[config.mk]
export PLATFORM = sky130hd
export DESIGN_NAME = mcdf_arbiter_flat
export DESIGN_NICKNAME = d
export VERILOG_FILES = /design/src/rtl/mcdf_arbiter_if.sv /design/src/rtl/mcdf_arbiter.sv /design/src/flat_wrapper.sv
export SDC_FILE = /design/constraint.sdc
export NUM_CORES = 1
export LEC_CHECK = 0
export CORE_ASPECT_RATIO = 0.8
export CORE_MARGIN = 8
export CORE_UTILIZATION = 34
export CTS_CLUSTER_SIZE = 10
export DETAILED_ROUTE_END_ITERATION = 16
export PLACE_DENSITY = 0.87
export SLEW_MARGIN = 20
export SYNTH_ARGS = -nofsm -noshare
export SYNTH_HDL_FRONTEND = slang
export SYNTH_SLANG_ARGS = --single-unit
[constraint.sdc]
create_clock -name clk_i -period 6.5 [get_ports clk_i]
set_input_delay 1.625 -clock clk_i [delete_from_list [all_inputs] [get_ports clk_i]]
set_output_delay 1.625 -clock clk_i [all_outputs]
set_load 0.05 [all_outputs]
[src/rtl/mcdf_arbiter_if.sv]
// Formatter-side handshake of the MCDF arbiter: ID request/acknowledge
// plus the outgoing packet word stream.
interface mcdf_arbiter_if #(parameter int DW = 32);
    logic          fmt_id_req_i;
    logic          f2a_ack_i;
    logic          a2f_val_o;
    logic [1:0]    a2f_id_o;
    logic [DW-1:0] a2f_data_o;
    logic [2:0]    a2f_pkglen_sel_o;
    logic          a2f_end_o;

    // Arbiter side: receives the formatter handshake, drives the word stream.
    modport master (
        input  fmt_id_req_i,
        input  f2a_ack_i,
        output a2f_val_o,
        output a2f_id_o,
        output a2f_data_o,
        output a2f_pkglen_sel_o,
        output a2f_end_o
    );

    // Formatter side.
    modport slave (
        output fmt_id_req_i,
        output f2a_ack_i,
        input  a2f_val_o,
        input  a2f_id_o,
        input  a2f_data_o,
        input  a2f_pkglen_sel_o,
        input  a2f_end_o
    );
endinterface

[src/rtl/mcdf_arbiter.sv]
// MCDF packet arbiter: picks one of three FIFO channels by priority, hands
// the channel ID to the formatter, then streams one whole packet out of it.
module mcdf_arbiter #(
    parameter int DW = 32
) (
    input  logic          clk_i,
    input  logic          rst_i,
    input  logic [2:0]    slv_en_i,
    input  logic [1:0]    slv0_prio_i,
    input  logic [1:0]    slv1_prio_i,
    input  logic [1:0]    slv2_prio_i,
    input  logic [2:0]    slv0_pkglen_i,
    input  logic [2:0]    slv1_pkglen_i,
    input  logic [2:0]    slv2_pkglen_i,
    input  logic          slv0_req_i,
    input  logic          slv1_req_i,
    input  logic          slv2_req_i,
    input  logic [DW-1:0] slv0_data_i,
    input  logic [DW-1:0] slv1_data_i,
    input  logic [DW-1:0] slv2_data_i,
    output logic          slv0_rd_o,
    output logic          slv1_rd_o,
    output logic          slv2_rd_o,
    mcdf_arbiter_if.master fmt
);

    typedef enum logic [1:0] {
        ST_IDLE     = 2'd0,
        ST_WAIT_ACK = 2'd1,
        ST_SEND     = 2'd2
    } state_t;

    state_t        r_state;
    state_t        w_state_nxt;
    logic [1:0]    r_winner;
    logic [2:0]    r_pkglen_sel;
    logic [5:0]    r_len;
    logic [4:0]    r_cnt;

    logic [2:0]    w_elig;
    logic [1:0]    w_prio [3];
    logic          w_found;
    logic [1:0]    w_best_id;
    logic [1:0]    w_best_prio;
    logic [2:0]    w_best_sel;
    logic [5:0]    w_len_m1;
    logic          w_end;
    logic [2:0]    w_rd;
    logic [DW-1:0] w_data;

    // Packet-length select to word count; unused codes fall back to 32.
    function automatic logic [5:0] f_decode_len(input logic [2:0] sel);
        logic [5:0] len;
        case (sel)
            3'b000:  len = 6'd4;
            3'b001:  len = 6'd8;
            3'b010:  len = 6'd16;
            default: len = 6'd32;
        endcase
        return len;
    endfunction

    assign w_elig    = {slv2_req_i, slv1_req_i, slv0_req_i} & slv_en_i;
    assign w_prio[0] = slv0_prio_i;
    assign w_prio[1] = slv1_prio_i;
    assign w_prio[2] = slv2_prio_i;
    assign w_len_m1  = r_len - 6'd1;
    assign w_end     = (r_state == ST_SEND) && (r_cnt == w_len_m1[4:0]);

    // Winner search: strict less-than keeps ties on the lowest index.
    always_comb begin
        w_found     = 1'b0;
        w_best_id   = 2'b11;
        w_best_prio = 2'b11;
        for (int i = 0; i < 3; i++) begin
            if (w_elig[i] && (!w_found || (w_prio[i] < w_best_prio))) begin
                w_found     = 1'b1;
                w_best_id   = 2'(i);
                w_best_prio = w_prio[i];
            end else begin
                w_found     = w_found;
            end
        end
    end

    // Length select belonging to the current winner candidate.
    always_comb begin
        w_best_sel = 3'b000;
        case (w_best_id)
            2'd0:    w_best_sel = slv0_pkglen_i;
            2'd1:    w_best_sel = slv1_pkglen_i;
            2'd2:    w_best_sel = slv2_pkglen_i;
            default: w_best_sel = 3'b000;
        endcase
    end

    // Next-state logic; once committed the selection waits only for the ack.
    always_comb begin
        w_state_nxt = r_state;
        case (r_state)
            ST_IDLE: begin
                if (fmt.fmt_id_req_i && w_found) begin
                    w_state_nxt = ST_WAIT_ACK;
                end else begin
                    w_state_nxt = ST_IDLE;
                end
            end
            ST_WAIT_ACK: begin
                if (fmt.f2a_ack_i) begin
                    w_state_nxt = ST_SEND;
                end else begin
                    w_state_nxt = ST_WAIT_ACK;
                end
            end
            ST_SEND: begin
                if (w_end) begin
                    w_state_nxt = ST_IDLE;
                end else begin
                    w_state_nxt = ST_SEND;
                end
            end
            default: w_state_nxt = ST_IDLE;
        endcase
    end

    // State register.
    always_ff @(posedge clk_i) begin
        if (rst_i) begin
            r_state <= ST_IDLE;
        end else begin
            r_state <= w_state_nxt;
        end
    end

    // Selection latch and in-packet word counter.
    always_ff @(posedge clk_i) begin
        if (rst_i) begin
            r_winner     <= 2'b11;
            r_pkglen_sel <= 3'b000;
            r_len        <= 6'd0;
            r_cnt        <= 5'd0;
        end else begin
            case (r_state)
                ST_IDLE: begin
                    if (w_state_nxt == ST_WAIT_ACK) begin
                        r_winner     <= w_best_id;
                        r_pkglen_sel <= w_best_sel;
                        r_len        <= f_decode_len(w_best_sel);
                    end
                    r_cnt <= 5'd0;
                end
                ST_WAIT_ACK: begin
                    if (fmt.f2a_ack_i) begin
                        r_cnt <= 5'd0;
                    end
                end
                ST_SEND: begin
                    r_cnt <= w_end ? 5'd0 : (r_cnt + 5'd1);
                end
                default: r_cnt <= 5'd0;
            endcase
        end
    end

    // Head-word mux and pop strobes for the winning channel during SEND.
    always_comb begin
        w_rd   = 3'b000;
        w_data = {DW{1'b0}};
        if (r_state == ST_SEND) begin
            case (r_winner)
                2'd0: begin w_rd = 3'b001; w_data = slv0_data_i; end
                2'd1: begin w_rd = 3'b010; w_data = slv1_data_i; end
                2'd2: begin w_rd = 3'b100; w_data = slv2_data_i; end
                default: begin w_rd = 3'b000; w_data = {DW{1'b0}}; end
            endcase
        end else begin
            w_rd   = 3'b000;
            w_data = {DW{1'b0}};
        end
    end

    assign slv0_rd_o            = w_rd[0];
    assign slv1_rd_o            = w_rd[1];
    assign slv2_rd_o            = w_rd[2];
    assign fmt.a2f_val_o        = (r_state == ST_SEND);
    assign fmt.a2f_end_o        = w_end;
    assign fmt.a2f_data_o       = w_data;
    assign fmt.a2f_id_o         = (r_state == ST_IDLE) ? 2'b11  : r_winner;
    assign fmt.a2f_pkglen_sel_o = (r_state == ST_IDLE) ? 3'b000 : r_pkglen_sel;

endmodule

[src/flat_wrapper.sv]
// flat-port wrapper written by rule: the top's interface ports become plain ports
module mcdf_arbiter_flat 
#(
    parameter int DW = 32
)
  (clk_i, rst_i, slv_en_i, slv0_prio_i, slv1_prio_i, slv2_prio_i, slv0_pkglen_i, slv1_pkglen_i, slv2_pkglen_i, slv0_req_i, slv1_req_i, slv2_req_i, slv0_data_i, slv1_data_i, slv2_data_i, slv0_rd_o, slv1_rd_o, slv2_rd_o, fmt_fmt_id_req_i, fmt_f2a_ack_i, fmt_a2f_val_o, fmt_a2f_id_o, fmt_a2f_data_o, fmt_a2f_pkglen_sel_o, fmt_a2f_end_o);
  mcdf_arbiter_if #(.DW(DW)) fmt_i ();
  input  logic clk_i;
  input  logic rst_i;
  input  logic [2:0] slv_en_i;
  input  logic [1:0] slv0_prio_i;
  input  logic [1:0] slv1_prio_i;
  input  logic [1:0] slv2_prio_i;
  input  logic [2:0] slv0_pkglen_i;
  input  logic [2:0] slv1_pkglen_i;
  input  logic [2:0] slv2_pkglen_i;
  input  logic slv0_req_i;
  input  logic slv1_req_i;
  input  logic slv2_req_i;
  input  logic [DW-1:0] slv0_data_i;
  input  logic [DW-1:0] slv1_data_i;
  input  logic [DW-1:0] slv2_data_i;
  output logic slv0_rd_o;
  output logic slv1_rd_o;
  output logic slv2_rd_o;
  input wire logic [$bits(fmt_i.fmt_id_req_i)-1:0] fmt_fmt_id_req_i;
  input wire logic [$bits(fmt_i.f2a_ack_i)-1:0] fmt_f2a_ack_i;
  output wire logic [$bits(fmt_i.a2f_val_o)-1:0] fmt_a2f_val_o;
  output wire logic [$bits(fmt_i.a2f_id_o)-1:0] fmt_a2f_id_o;
  output wire logic [$bits(fmt_i.a2f_data_o)-1:0] fmt_a2f_data_o;
  output wire logic [$bits(fmt_i.a2f_pkglen_sel_o)-1:0] fmt_a2f_pkglen_sel_o;
  output wire logic [$bits(fmt_i.a2f_end_o)-1:0] fmt_a2f_end_o;
  assign fmt_i.fmt_id_req_i = fmt_fmt_id_req_i;
  assign fmt_i.f2a_ack_i = fmt_f2a_ack_i;
  assign fmt_a2f_val_o = fmt_i.a2f_val_o;
  assign fmt_a2f_id_o = fmt_i.a2f_id_o;
  assign fmt_a2f_data_o = fmt_i.a2f_data_o;
  assign fmt_a2f_pkglen_sel_o = fmt_i.a2f_pkglen_sel_o;
  assign fmt_a2f_end_o = fmt_i.a2f_end_o;
  mcdf_arbiter #(.DW(DW)) u_core (.clk_i(clk_i), .rst_i(rst_i), .slv_en_i(slv_en_i), .slv0_prio_i(slv0_prio_i), .slv1_prio_i(slv1_prio_i), .slv2_prio_i(slv2_prio_i), .slv0_pkglen_i(slv0_pkglen_i), .slv1_pkglen_i(slv1_pkglen_i), .slv2_pkglen_i(slv2_pkglen_i), .slv0_req_i(slv0_req_i), .slv1_req_i(slv1_req_i), .slv2_req_i(slv2_req_i), .slv0_data_i(slv0_data_i), .slv1_data_i(slv1_data_i), .slv2_data_i(slv2_data_i), .slv0_rd_o(slv0_rd_o), .slv1_rd_o(slv1_rd_o), .slv2_rd_o(slv2_rd_o), .fmt(fmt_i));
endmodule
==> results of run 1 <==
-- state kept, by name, summed over array words and instances, names as in the netlist --
name	cells
u_core.r_cnt	5
u_core.r_len	3
u_core.r_state	2
u_core.r_winner	2
u_core.r_pkglen_sel	3
-- final timing paths --
path                     startpoint  slack (ns)                      to  cells past startpoint
max                 slv1_data_i[17]        1.58      fmt_a2f_data_o[17]                      6
min          u_core.r_pkglen_sel[1]        0.46  u_core.r_pkglen_sel[1]                      2
max reg2reg       u_core.r_state[1]        4.60  u_core.r_pkglen_sel[0]                      4
min reg2reg  u_core.r_pkglen_sel[1]        0.46  u_core.r_pkglen_sel[1]                      2
-- layout by cell type (no fill, tap or decap), drive strengths merged, types with 3 or more instances in the layout --
| master | count |
|---|---|
| nand2 | 10 |
| buf | 3 |
| clkbuf | 3 |
| ha | 4 |
| o211ai | 3 |
| a21oi | 39 |
| clkdlybuf4s50 | 162 |
| dfxtp | 15 |
| or2 | 6 |
| mux2i | 33 |
| inv | 5 |
| o21a | 3 |
| nor3 | 3 |
| xor2 | 6 |
| nand2b | 3 |
| o41ai | 3 |
| and2 | 4 |
| nor2 | 78 |
| nand4 | 3 |
| nor2b | 4 |
-- kinds of logic after synthesis --
logic type      after synthesis  synth area share, %
simple gates                122                 30.5
mux                          33                 18.1
flops                        15                 16.5
xor+xnor                      8                 3.84
fa+ha+maj                     4                 2.75
buf+inv                      24                 5.15
compound gates               64                 23.2
-- layer usage --
| metal | track usage, % | up-vias |
|---|---|---|
| li1 | - | 1234 |
| met1 | 23.5 | 1151 |
| met2 | 36.8 | 101 |
| met3 | 3.39 | 8 |
| met4 | 3.57 | 0 |
| met5 | 0 | - |
-- power by group --
| part | internal (mW) | leakage [nW] | switching (mW) | total (mW) |
|---|---|---|---|---|
| clock | 0.0424 | 0.0255 | 0.0323 | 0.0747 |
| combinational | 0.108 | 1.28 | 0.0737 | 0.182 |
| sequential | 0.0962 | 0.122 | 0.0121 | 0.108 |
-- cell type report --
class | count | area [sq um]
Timing Repair Buffer | 165 | 1640
Tap cell | 65 | 81.3
Clock buffer | 3 | 41.3
Sequential cell | 15 | 302
Inverter | 5 | 18.8
Fill cell | 467 | 1790
Clock inverter | 1 | 5.00
Multi-Input combinational cell | 231 | 1430
-- tightest hold or removal path, delay by kind of cell, from the launching register on --
family             cells  cell delay (ns)
DFF                    1             0.31
AOI/OAI and AO/OA      1             0.06
and+or+nand+nor        1             0.05
-- metrics by stage --
stage	area (sq um)	std cells
global placement	3480	481
finish	3520	485
global route	3520	485
CTS	3520	485
floorplan	1820	270
detailed placement	3480	481
==> impl_metrics.csv, run 1 <==
group,metric,value,unit
yosys,synth_fp_nets,395,
power,leakage,1.42,nW
clock_tree,clkSinkCount,15,
route,vias,2494,
timing,slew_viol_final,0,
timing,rsz0062_at_grt,"no",
route,dr_wl_met2,4390,microns
clock_tree,cts-buffers-inserted,3,
yosys,netlist_area,1820,sq um
floorplan,core_area,5320,sq um
route,dr.pass1.iters,4,
clock_tree,ctsHoldBuffers,0,
final_layout,nNetsFinal,546,
route,routed_wl,8550,microns
clock_tree,clock_path_buffers,2,
route,drcViolationCount,0,
setup_path,crit_slowest_cell,"clkdlybuf4s50_1",
yosys,synth_seq_area_share,16.5,%
timing,whs,0.459,ns
power,vdd_ir_drop_max,0.134,mV
clock_tree,clock-root-buffer,"clkbuf_8",
placed_design,portBuffers,162,
final_layout,fin_util,66.3,%
yosys,async_flop_share,0,%
timing,relSlewSlack,26.1,%
global_routing,grt_start_max_net_pins,38,
global_routing,grt_use_total,19.7,%
floorplan,die_area,7980,sq um
placed_design,dp_hpwl,6980,microns
route,wl_per_cell,17.6,microns
power,power,365,uW
setup_path,crit_chain,"clkdlybuf4s50_1 > mux2i_1 > nor2_1 > a21oi_1 > nor2_1 > clkdlybuf4s50_1",
timing,fmax,0.203,GHz
yosys,ys_types,44,
global_routing,gr-total-overflow,0,
final_layout,drive_gt1_share,5.00,%
yosys,yosysMostFrequentCell,"nor2_1",
timing,fin_skew,0.00144,ns
yosys,yosys_register_bits,15,
yosys,yosys-top-cells-count,"nor2_1, a21oi_1, mux2i_1",
route,ant_nets,0,
floorplan,die_y,81.5,microns
timing,setup_ws,1.58,ns
yosys,ys_top_cells_by_area,"mux2i_1, dfxtp_1, nor2_1, a21oi_1, xor2_1",
timing,min_period_over_period,75.7,%
yosys,yosysTopAreaCellShare,18.1,%
setup_path,path_delay_family,"buffers and inverters",
yosys,synth_area_leader_cell,"mux2i_1",
clock_tree,clk_pin_slew,0.06,ns
run_status,outcome,"completed",
route,viasPerCell,5.14,
setup_path,crit_path_end_kind,"output pin",
min_path,hold_class,"flip-flop to flip-flop",
clock_tree,cts_tree,"built",
yosys,syn_area_per_cell,6.75,sq um
timing,tns,0,ns
route,wl_met3,615,microns
setup_path,critPathRequiredTime,4.88,ns
clock_tree,htree_num_levels,1,
placed_design,post-place-ws,1.46,ns
clock_tree,insertion_delay,0.24,ns
setup_path,cp.buffers_inverters,2,
placed_design,gp_congestion,0.874,
setup_path,worstPathArrival,3.30,ns
floorplan,pin_count,163,
yosys,synth_warnings,0,
floorplan,start_util,34.3,%
floorplan,rows,24,
clock_tree,postCtsResizedCells,0,
timing,timing.final.crit_period,4.92,ns
yosys,synth_edf_count,0,
route,top_layer,"met4",
route,wl_met1,3430,microns
final_layout,n_antenna_cell,0,
yosys,ys.flop_type,"dfxtp_1",
floorplan,die_w,97.9,microns
timing,hold_viol,0,
timing,worst_pin_slew,1.11,ns
global_routing,grt_pass1_wl,13000,microns
yosys,synth_cells,270,
global_routing,grt_pass1_vias,2443,
route,drtIter0Drc,105,
final_layout,area_delta_synth_final,93.3,%
setup_path,worst-path-max-fanout,1,
setup_path,critPathMaxStageDelay,0.82,ns
power,power_density,104,nW/um^2
timing,setup_violations,0,
global_routing,antenna_found_initial,0,
setup_path,crit_path_start_kind,"input port",
flow_run,maxCapViolations,0,
setup_path,path_class,"input port to output pin",
clock_tree,cts_setup_buffers,0,
Note: power is estimated with default switching activity, not from simulation.
==> run 2: changes to the inputs <==
Settings changed: CORE_UTILIZATION 34 to 32, PLACE_DENSITY 0.87 to 0.82.
Clock period 6.5 ns to 4.7 ns, I/O delays scaled along.
==> run 2 against run 1 <==
Against the previous run: critical path depth increased by 8; power rose by 38%; first-iteration DRC count down 11%; global-route usage decreased by 0.33 points; routed wire length barely moved; critical endpoint is now u_core.r_len[3]; highest routed layer unchanged; clock skew up 0.0068 ns; largest power group unchanged; clock-buffer cell count unchanged; hold slack worse by 0.0091 ns; core utilization is 1.1 points lower; largest cell class unchanged; non-clock buffer count grew 3; sequential power increased by 33%; cell count increased by 3.3%.
==> impl_metrics.csv, run 2 (synthesized netlist as in run 1, its figures left out) <==
group,metric,value,unit
run_status,outcome,"completed",
setup_path,crit_chain,"clkdlybuf4s50_1 > nand2_2 > nor2_1 > ha_1 > a211oi_2 > or2_2 > inv_1 > o32ai_1 > ha_1 > a21boi_0 > o311a_4 > or4b_1 > o21a_1 > o41ai_2",
final_layout,fin_cells,501,
clock_tree,ctsHoldBuffers,0,
global_routing,grt_start_max_net_pins,37,
global_routing,antenna_found_initial,0,
final_layout,area_delta_synth_final,95.4,%
placed_design,dp_hpwl,7110,microns
clock_tree,clk_pin_slew,0.06,ns
setup_path,endpoint,"u_core.r_len[3]",
timing,setup_violations,0,
route,wl_per_cell,17.1,microns
power,combinationalPowerShare,51.2,%
route,viasPerCell,4.91,
power,p_clk_share,20.3,%
setup_path,r2r_cells,4,
clock_tree,htree_num_levels,1,
floorplan,core_area,5470,sq um
global_routing,grt_pass1_wl,13200,microns
setup_path,cp-startpoint,"slv0_req_i",
floorplan,die_y,83.5,microns
floorplan,die_w,100,microns
route,drtIter0Drc,93,
final_layout,largest_register_ffs,5,
power,seqPwrFrac,28.6,%
timing,relSlewSlack,40.7,%
setup_path,path_class,"input port to flip-flop",
timing,tns,0,ns
floorplan,pin_count,163,
setup_path,critPathMostFrequentCell,"ha_1",
final_layout,mostFrequentLayoutCells,"clkdlybuf4s50_1, nor2_1, a21oi_1",
placed_design,dp.cells,497,
timing,worst_pin_slew,0.886,ns
final_layout,drive_gt1_share,5.67,%
clock_tree,postCtsResizedCells,0,
timing,rsz0062_at_grt,"no",
timing,fmax,0.249,GHz
global_routing,grt_use_total,19.3,%
route,drcViolationCount,0,
timing,min_period_over_period,85.6,%
setup_path,r2r-end,"u_core.r_pkglen_sel[2]",
floorplan,rows,24,
route,vias,2460,
final_layout,reg_top3,"u_core.r_cnt: 5 flops, u_core.r_len: 3 flops, u_core.r_pkglen_sel: 3 flops",
final_layout,n_antenna_cell,0,
route,routed_wl,8550,microns
final_layout,nNetsFinal,549,
timing,hold_viol,0,
power,vdd_ir_drop_max,0.253,mV
setup_path,critPathRequiredTime,4.85,ns
min_path,hold_class,"flip-flop to flip-flop",
setup_path,crit_slowest_cell,"clkdlybuf4s50_1",
final_layout,fin_util,65.2,%
final_layout,mostFrequentLayoutCell,"clkdlybuf4s50_1",
global_routing,gr-total-overflow,0,
setup_path,worst-path-max-fanout,7,
power,leakage,1.44,nW
global_routing,grt_pass1_vias,2311,
setup_path,worstPathArrival,4.17,ns
clock_tree,cts_tree,"built",
route,dr.pass1.iters,4,
setup_path,crit_path_end_kind,"flip-flop",
power,p_int,343,uW
clock_tree,insertion_delay,0.25,ns
power,power.switching,160,uW
route,ant_nets,0,
floorplan,start_util,33.4,%
floorplan,die_area,8380,sq um
setup_path,crit_path_start_kind,"input port",
timing,fin_skew,0.00821,ns
setup_path,rrSetupSlack,2.92,ns
setup_path,r2r-start,"u_core.r_state[1]",
flow_run,maxCapViolations,0,
clock_tree,cts_setup_buffers,0,
timing,timing.final.crit_period,4.02,ns
final_layout,regMostFlops,"u_core.r_cnt",
power,power_density,141,nW/um^2
placed_design,gp_congestion,0.866,
clock_tree,cts-buffers-inserted,3,
power,swShare,31.8,%
clock_tree,clock-root-buffer,"clkbuf_8",
setup_path,critPathMaxStageDelay,0.54,ns
timing,slew_viol_final,0,
placed_design,portBuffers,162,
clock_tree,clock_path_buffers,2,
clock_tree,clkSinkCount,15,
-- run 2: per-stage QoR --
stage / worst slack, ns / cell area [sq um] / power [mW] / hold slack [ns]
6_report: 0.678 / 3560 / 0.503 / 0.450
2_1_floorplan: 1.04 / 1820 / 0.269 / 0.427
5_1_grt: 0.544 / 3560 / 0.540 / 0.471
3_5_place_dp: 0.444 / 3520 / 0.403 / 0.444
3_3_place_gp: 0.534 / 3520 / 0.399 / 0.441
4_1_cts: 0.681 / 3560 / 0.507 / 0.451
-- run 2: worst min path at each step --
| stage | startpoint | end | cells past startpoint | slack [ns] |
|---|---|---|---|---|
| 6_report | u_core.r_pkglen_sel[2] | u_core.r_pkglen_sel[2] | 2 | 0.45 |
| 5_1_grt | u_core.r_pkglen_sel[0] | u_core.r_pkglen_sel[0] | 2 | 0.47 |
| 4_1_cts | u_core.r_pkglen_sel[2] | u_core.r_pkglen_sel[2] | 2 | 0.45 |
| 3_5_place_dp | u_core.r_pkglen_sel[2] | u_core.r_pkglen_sel[2] | 2 | 0.44 |
| 3_3_place_gp | u_core.r_pkglen_sel[0] | u_core.r_pkglen_sel[0] | 2 | 0.44 |
| 2_1_floorplan | u_core.r_pkglen_sel[0] | u_core.r_pkglen_sel[0] | 2 | 0.43 |
-- run 2: cell type report --
cell class	instances	area [sq um]
Timing Repair Buffer	168	1670
Sequential cell	15	302
Multi-Input combinational cell	231	1430
Tap cell	78	97.6
Clock inverter	1	5.00
Fill cell	474	1900
Clock buffer	3	41.3
Inverter	5	18.8
-- run 2: critical path: cells and delay by family --
kind                       cells  cell delay (ns)
AOI/OAI and AO/OA              6             0.93
and+or+nand+nor                4             0.92
buffers and inverters          2             0.57
adders and majority gates      2             0.56
-- run 2: power by group through the flow --
stage	combinational, mW	clock [mW]	sequential [mW]
2_1_floorplan	0.131	0	0.138
3_3_place_gp	0.253	0	0.146
3_5_place_dp	0.257	0	0.146
4_1_cts	0.258	0.106	0.144
5_1_grt	0.279	0.117	0.145
6_report	0.257	0.102	0.144
-- run 2: metal layers --
metal | vias to the layer above | part of all wire, % | track usage (%)
li1 | 1246 | - | -
met1 | 1112 | 43 | 23.2
met2 | 94 | 48 | 33.3
met3 | 8 | 7.8 | 5.67
met4 | 0 | 1.3 | 3.42
met5 | - | 0 | 0
==> run 3: changes to the inputs <==
Settings changed: CORE_MARGIN 8 to default.
==> run 3 against run 2 <==
Against the previous run: non-clock buffer count is the same; die area fell by 28%; sequential power barely moved; combinational power about the same; largest cell class unchanged; setup slack got worse by 0.065 ns; maximum frequency fell by 1.6%; power up 0.97%; cell count did not move; global-route usage is 5.5 points higher; flip-flop and latch count stayed put; clock-buffer cell count increased by 1.
==> impl_metrics.csv, run 3 (synthesized netlist as in run 1, its figures left out) <==
group,metric,value,unit
floorplan,die_w,86.4,microns
clock_tree,htree_num_levels,1,
route,drtIter0Drc,79,
power,leakage,1.43,nW
run_status,outcome,"completed",
floorplan,start_util,33.4,%
timing,fin_skew,0.00272,ns
setup_path,critPathRequiredTime,4.85,ns
clock_tree,clkSinkCount,15,
power,seqPwrFrac,28.4,%
placed_design,gp_congestion,0.864,
power,combinationalPowerShare,50.9,%
setup_path,r2r-end,"u_core.r_pkglen_sel[2]",
final_layout,reg_top3,"u_core.r_cnt: 5 flops, u_core.r_len: 3 flops, u_core.r_pkglen_sel: 3 flops",
power,power.switching,163,uW
final_layout,largest_register_ffs,5,
route,dr.pass1.iters,5,
power,power_density,143,nW/um^2
clock_tree,cts_tree,"built",
timing,timing.final.crit_period,4.09,ns
final_layout,drive_gt1_share,5.44,%
clock_tree,postCtsResizedCells,0,
timing,fmax,0.245,GHz
setup_path,critPathMaxStageDelay,0.54,ns
route,ant_nets,0,
setup_path,rrSetupSlack,2.90,ns
setup_path,crit_path_start_kind,"input port",
route,routed_wl,7520,microns
floorplan,die_y,69.5,microns
final_layout,n_antenna_cell,0,
setup_path,worst-path-max-fanout,7,
setup_path,crit_slowest_cell,"clkdlybuf4s50_1",
timing,relSlewSlack,40.8,%
setup_path,r2r_cells,4,
final_layout,fin_util,65.2,%
power,swShare,32.2,%
setup_path,crit_path_end_kind,"flip-flop",
timing,rsz0062_at_grt,"no",
floorplan,core_area,5470,sq um
flow_run,maxCapViolations,0,
setup_path,worstPathArrival,4.23,ns
global_routing,grt_use_total,24.8,%
timing,setup_violations,0,
route,drcViolationCount,0,
global_routing,use_met2,43.7,%
clock_tree,insertion_delay,0.25,ns
global_routing,met3_usage,5.36,%
global_routing,antenna_found_initial,0,
placed_design,portBuffers,162,
min_path,hold_start,"u_core.r_pkglen_sel[0]",
route,vias,2492,
placed_design,place_area,3520,sq um
setup_path,critPathMostFrequentCell,"ha_1",
clock_tree,clock_path_buffers,2,
min_path,min_to,"u_core.r_pkglen_sel[0]",
timing,min_period_over_period,87.0,%
global_routing,grt_start_max_net_pins,37,
power,p_clk_share,20.7,%
final_layout,finalInstanceArea,3560,sq um
global_routing,grt_pass1_vias,2451,
clock_tree,clk_pin_slew,0.06,ns
final_layout,regMostFlops,"u_core.r_cnt",
setup_path,r2r-start,"u_core.r_state[1]",
floorplan,pin_count,163,
timing,slew_viol_final,0,
global_routing,gr-usage-met1,30.2,%
power,p_int,344,uW
clock_tree,cts-buffers-inserted,3,
clock_tree,clock-root-buffer,"clkbuf_8",
global_routing,busiest_layer,"met2",
clock_tree,ctsHoldBuffers,0,
global_routing,gr-total-overflow,0,
floorplan,rows,24,
setup_path,crit_chain,"clkdlybuf4s50_1 > nand2_2 > nor2_1 > ha_1 > a211oi_2 > or2_2 > inv_1 > o32ai_1 > ha_1 > a21boi_0 > o311a_4 > or4b_1 > o21a_1 > o41ai_2",
power,vdd_ir_drop_max,0.181,mV
clock_tree,cts_setup_buffers,0,
final_layout,num-fill-cells,485,
setup_path,path_class,"input port to flip-flop",
timing,tns,0,ns
timing,hold_viol,0,
final_layout,mostFrequentLayoutCells,"clkdlybuf4s50_1, nor2_1, a21oi_1",
final_layout,area_delta_synth_final,95.3,%
floorplan,die_area,6000,sq um
timing,worst_pin_slew,0.884,ns
global_routing,grt_pass1_wl,11900,microns
min_path,hold_depth,2,
route,wl_per_cell,15.0,microns
placed_design,dp_hpwl,6110,microns
final_layout,mostFrequentLayoutCell,"clkdlybuf4s50_1",
final_layout,nNetsFinal,549,
route,viasPerCell,4.97,
min_path,hold_class,"flip-flop to flip-flop",
[run 3: through the flow]
step | cells | hold slack [ns] | power [mW] | worst slack, ns
floorplan | 270 | 0.427 | 0.269 | 1.04
global placement | 497 | 0.441 | 0.400 | 0.533
detailed placement | 497 | 0.442 | 0.404 | 0.391
CTS | 501 | 0.451 | 0.512 | 0.646
global route | 501 | 0.483 | 0.539 | 0.504
finish | 501 | 0.451 | 0.508 | 0.613
[run 3: worst max-delay path: cells and delay by family]
| kind | cells | cell delay, ns |
|---|---|---|
| buf+inv | 2 | 0.57 |
| compound gates | 6 | 1.00 |
| fa+ha+maj | 2 | 0.56 |
| simple gates | 4 | 0.92 |
[run 3: layout make-up]
| type | instances | area, sq um | area share, % |
|---|---|---|---|
| repair buffers | 168 | 1670 | 46.8 |
| multi-input cells | 231 | 1430 | 40.2 |
| flip-flops and latches | 15 | 302 | 8.47 |
| well taps | 78 | 97.6 | 2.74 |
| clock buffers | 4 | 45.0 | 1.26 |
| inverters | 5 | 18.8 | 0.527 |
[run 3: power groups by stage]
| stage | clock (mW) | combinational [mW] | sequential, mW |
|---|---|---|---|
| 2_1_floorplan | 0 | 0.131 | 0.138 |
| 3_3_place_gp | 0 | 0.254 | 0.146 |
| 3_5_place_dp | 0 | 0.257 | 0.147 |
| 4_1_cts | 0.110 | 0.259 | 0.144 |
| 5_1_grt | 0.113 | 0.281 | 0.145 |
| 6_report | 0.105 | 0.259 | 0.144 |
[run 3: layer usage]
metal | vias to the layer above | share of wire (%)
met5 | - | 0
met4 | 0 | 2.4
met3 | 16 | 7.0
met2 | 101 | 48
met1 | 1134 | 42
li1 | 1241 | -
[run 3: worst max path at each step]
| stage | startpoint | to | slack (ns) | cells after the start |
|---|---|---|---|---|
| floorplan | slv0_req_i | u_core.r_len[3] | 1.04 | 13 |
| global placement | slv0_req_i | u_core.r_len[3] | 0.53 | 14 |
| detailed placement | slv0_req_i | u_core.r_len[3] | 0.39 | 14 |
| CTS | slv0_req_i | u_core.r_len[3] | 0.65 | 14 |
| global route | slv0_req_i | u_core.r_len[3] | 0.50 | 14 |
| finish | slv0_req_i | u_core.r_len[3] | 0.61 | 14 |
